<file path="config.mk">
export PLATFORM = sky130hd
export DESIGN_NAME = if_id_register
export DESIGN_NICKNAME = d
export VERILOG_FILES = /design/src/rtl/if_id_register.sv
export SDC_FILE = /design/constraint.sdc
export NUM_CORES = 1
export LEC_CHECK = 0
export CORE_MARGIN = 5
export CORE_UTILIZATION = 34
export DETAILED_ROUTE_END_ITERATION = 10
export PLACE_DENSITY = 0.73
export SETUP_SLACK_MARGIN = 0.2
export SLEW_MARGIN = 20
export SYNTH_ARGS = -nofsm -noshare
export SYNTH_HDL_FRONTEND = slang
export SYNTH_SLANG_ARGS = --single-unit
</file>
<file path="constraint.sdc">
create_clock -name Clk -period 0.81 [get_ports Clk]
set_input_delay 0.162 -clock Clk [delete_from_list [all_inputs] [get_ports Clk]]
set_output_delay 0.162 -clock Clk [all_outputs]
set_load 0.005 [all_outputs]
</file>
<file path="src/rtl/if_id_register.sv">
// IF/ID pipeline register: one-cycle slot between fetch and decode with stall, flush and reset.
// Optional stall/flush event counters are built when IF_ID_PERF_COUNT_EN is defined.
module if_id_register #(
    parameter logic [31:0] NOP_WORD = 32'h00000000,
    parameter int unsigned CNT_W    = 16
) (
    input  logic             Clk,
    input  logic             Reset,
    input  logic [31:0]      PCAddResult,
    input  logic [31:0]      Instruction,
    input  logic             Stall,
    input  logic             Flush,
    output logic [31:0]      ID_PCAddResult,
    output logic [31:0]      ID_Instruction,
    output logic             ID_Valid
`ifdef IF_ID_PERF_COUNT_EN
    ,
    output logic [CNT_W-1:0] StallCount,
    output logic [CNT_W-1:0] FlushCount
`endif
);

    typedef enum logic {
        EMPTY = 1'b0,
        FULL  = 1'b1
    } slot_e;

    slot_e       state_q, state_d;
    logic [31:0] pc_q, pc_d;
    logic [31:0] instr_q, instr_d;

    // Flush outranks Stall, so a squashed slot never survives as a held instruction.
    always_comb begin
        state_d = state_q;
        pc_d    = pc_q;
        instr_d = instr_q;
        if (Flush) begin
            state_d = EMPTY;
            pc_d    = '0;
            instr_d = NOP_WORD;
        end else if (!Stall) begin
            state_d = FULL;
            pc_d    = PCAddResult;
            instr_d = Instruction;
        end
    end

    always_ff @(posedge Clk) begin
        if (Reset) begin
            state_q <= EMPTY;
            pc_q    <= '0;
            instr_q <= NOP_WORD;
        end else begin
            state_q <= state_d;
            pc_q    <= pc_d;
            instr_q <= instr_d;
        end
    end

    assign ID_PCAddResult = pc_q;
    assign ID_Instruction = instr_q;
    assign ID_Valid       = (state_q == FULL);

`ifdef IF_ID_PERF_COUNT_EN
    logic [CNT_W-1:0] stall_cnt_q, stall_cnt_d;
    logic [CNT_W-1:0] flush_cnt_q, flush_cnt_d;

    // Both counters saturate at all-ones instead of wrapping.
    always_comb begin
        stall_cnt_d = stall_cnt_q;
        flush_cnt_d = flush_cnt_q;
        if (Flush) begin
            if (flush_cnt_q != '1) flush_cnt_d = flush_cnt_q + 1'b1;
        end else if (Stall) begin
            if (stall_cnt_q != '1) stall_cnt_d = stall_cnt_q + 1'b1;
        end
    end

    always_ff @(posedge Clk) begin
        if (Reset) begin
            stall_cnt_q <= '0;
            flush_cnt_q <= '0;
        end else begin
            stall_cnt_q <= stall_cnt_d;
            flush_cnt_q <= flush_cnt_d;
        end
    end

    assign StallCount = stall_cnt_q;
    assign FlushCount = flush_cnt_q;
`endif

endmodule

</file>
==> metrics.md <==
| Metric | Value |
|---|---|
| Skew-Pair Late Insertion Delay | about 320 ps |
| Yosys warning count | 0 |
| Routed vias | 2015 |
| Met1 Track Usage GR | 0.185 |
| Layout Skew | 0 ps |
| CTS Sinks | 65 |
| P&R area growth vs syn | 103% |
| Vias per inst | roughly 4.5 |
| Peak supply drop | between 900 and 1000 uV |
| Die width | 92.4 um |
| Pre-Repair DR Iteration Count | 4 |
| Top cells by area, synth | dfxtp_1, mux2i_1, nor2_1, buf_6, buf_2 |
| Slowest CP cell | dfxtp_2 |
| Tot Pwr | 7.42 mW |
| Cell family with most CP delay | flip-flops |
| Leakage | around 2.0 nW |
| Cell Pwr Density | 1590 nW/um^2 |
| Crit path DAT | roughly 770 ps |
| Simple-gate share of the synthesized area | 0.107 |
| Mapped Cells | 210 |
| Slew margin rel. | 0.794 |
| Buffers on Ports | 132 |
| Seq/Total Area, Yosys | 0.564 |
| Worst hold endpoint | ID_Valid$_SDFFE_PP0N_ |
| Synth area leader | dfxtp_1 |
| Final setup margin | -120 ps |
| Area of the core | 6680 um^2 |
| Hold Crit Start | Reset |
| Syn Area/Cell | 11.0 um^2 |
| FF-to-FF End | ID_PCAddResult[1]$_SDFFE_PP0N_ |
| Setup crit start kind | register |
| Compound-Gate Fraction of Synth Area | 0.00217 |
| Top Ports | 133 |
| Global Route met2 Usage | 0.247 |
| GR Overflow Total | 0 |
| Setup TNS | -7080 ps |
| Grt peak-use layer | met2 |
| Final period util | 1.15 |
| RSZ-0062 raised after global routing | yes |
| Status | complete, but fails checks |
| Setup crit end kind | output pin |
| Cts bufs inserted | 9 |
| Final-stage net count | 433 |
| Max frequency | 1080 MHz |
| Min Tclk post-route | between 900 and 1000 ps |
| R2r setup slk | -50 ps |
| CTS tree | yes |
| Critical path's largest stage delay | approximately 330 ps |
| Antenna Diode Count | 0 |
| CTS max path bufs | 2 |
| Crit Path Category | reg2out |
| Hold path depth | 4 |
| Die footprint | approximately 8500 um^2 |
| Final wirelength | 7070 um |
| Row cnt | 30 |
| H-tree levels | 3 |
| Met3 Resource Use GR | 0.0747 |
| Worst-margin pin slew | 300 ps |
| Vias in the first global route | about 2100 |
| Detailed-route DRC error count | 0 |
| ANT nets after route | 0 |
| Cell depth of the worst flop-to-flop path | 4 |
| Largest family of logic cells by synthesized area | multiplexers |
| Post-synthesis cell type count | 10 |
| Chip Height | 92.4 um |
| Placer congestion estimate | 0.687 |
| Antenna violations before repair | 0 |
| Adder-Cell Fraction of Synth Area | 0 |
| Final max-slew violation count | 0 |
| Critical path required time | around 650 ps |
| Synthesized Nets | 278 |
| All-Layer GR Usage | 0.154 |
| Cell chain of the critical path | buf_6 |
| Final hold violation count | 0 |
| Ratio of cells with drive above 1 in the final layout | 0.630 |
| Syn Std Cell Area | 2310 um^2 |
| Flops & latches, synth | 65 |
| 1st-iter DRT viols | 36 |
| Post-synthesis xor/xnor area fraction | 0 |
| Violated checks | setup timing |
| Critical path fanouts, max | 2 |
| Mux cell area share after synthesis | 0.278 |
| Post-DP HPWL | 4330 um |
| Hold Buf Count CTS | 0 |
| Clock Pin Slew Worst Setup and Hold Paths | 70 ps |
| Worst hold path type | in2reg |
| Setup-failing EPs final | 66 |
| Yosys top cell area share | 0.564 |
| Total of max-cap violations | 0 |
| Reg2reg start | ID_PCAddResult[1]$_SDFFE_PP0N_ |
| Critical path buffers and inverters | 1 |
| Root Driver | clkbuf_8 |
| First-pass GRT wire length | 10300 um |
| Initial Util | 0.345 |
| DR WL/cell | 15.7 um |
| Largest net degree at the start of global routing | 33 |
state kept, by name (all words and copies together), names as in the netlist:
signal and cells:
ID_PCAddResult 32, ID_Instruction 32, ID_Valid 1
synthesized netlist by cell type:
cell / n
buf_6: 6
nor2_1: 64
inv_1: 1
clkbuf_1: 1
mux2i_1: 64
dfxtp_1: 65
buf_4: 1
or2_1: 1
buf_2: 6
a21oi_1: 1
metal layers:
layer | up-vias | share of wire
li1 | 1007 | -
met1 | 928 | 0.40
met2 | 75 | 0.50
met3 | 5 | 0.091
met4 | 0 | 0.0059
met5 | - | 0
worst max path at each step:
| stage | startpoint | end | slack, ps | depth (start not counted) |
|---|---|---|---|---|
| 2_1_floorplan | Reset | ID_Instruction[10]$_SDFFE_PP0N_ | 20 | 4 |
| 3_3_place_gp | Reset | ID_Instruction[4]$_SDFFE_PP0N_ | -360 | 4 |
| 3_5_place_dp | Reset | ID_PCAddResult[11]$_SDFFE_PP0N_ | -410 | 4 |
| 4_1_cts | ID_Instruction[26]$_SDFFE_PP0N_ | ID_Instruction[26] | -140 | 1 |
| 5_1_grt | ID_PCAddResult[30]$_SDFFE_PP0N_ | ID_PCAddResult[30] | -160 | 1 |
| 6_report | ID_Instruction[12]$_SDFFE_PP0N_ | ID_Instruction[12] | -120 | 1 |
report_power, final:
group          switching, mW  total [mW]  leakage, nW  internal, mW
logic                  0.507        1.39         1.34         0.882
clock network           1.13        2.63       0.0974          1.50
registers             0.0729        3.40        0.559          3.32
per-stage QoR:
stage / instance area (um^2) / setup WS, ps / util / hold slack, ps / cells
3_5_place_dp: 3720 / -411 / 0.557 / 440 / 415
5_1_grt: 4680 / -163 / 0.700 / 244 / 450
4_1_cts: 4230 / -139 / 0.633 / 232 / 447
2_1_floorplan: 2380 / 20.0 / - / 321 / 210
6_report: 4680 / -120 / 0.700 / 239 / 450
3_3_place_gp: 3720 / -363 / 0.557 / 434 / 415
placed cells by master (no fill, tap or decap):
master / n
nor2_1: 26
nor2_4: 29
buf_6: 55
buf_4: 3
dfxtp_2: 65
clkbuf_1: 3
bufinv_16: 1
a21oi_2: 1
buf_12: 8
mux2i_1: 43
or2_4: 2
nor2_2: 9
mux2i_2: 19
buf_2: 19
buf_16: 8
inv_1: 1
clkinv_2: 2
mux2i_4: 2
clkdlybuf4s50_1: 64
clkbuf_8: 10
final cells by class:
cell class / count / area (um^2)
Multi-Input combinational cell: 131 / 1240
Tap cell: 80 / 100
Sequential cell: 65 / 1380
Clock buffer: 13 / 149
Clock inverter: 3 / 40.0
Inverter: 1 / 3.75
Timing Repair Buffer: 157 / 1760
Fill cell: 501 / 2000
worst register-to-register path, cell delays in order, from the launching register on:
cell and delay, ps:
dfxtp_2 330, buf_6 110, buf_6 100, mux2i_2 150, nor2_1 70
what timing repair did:
item / CTS / global route
buffers inserted: 8 / 3
pin swaps: 27 / 20
gates resized for setup: 393 / 95
setup endpoints to repair: 130 / 130
cloned: 8 / 0
logic make-up (layout without fill, tap and decap cells):
kind of cell           count (synthesis)  count (layout)
DFF                                   65              65
and+or+nand+nor                       65              66
muxes                                 64              64
buffers and inverters                 15             174
AOI/OAI and AO/OA                      1               1
Power figures use the tool's default switching activity.
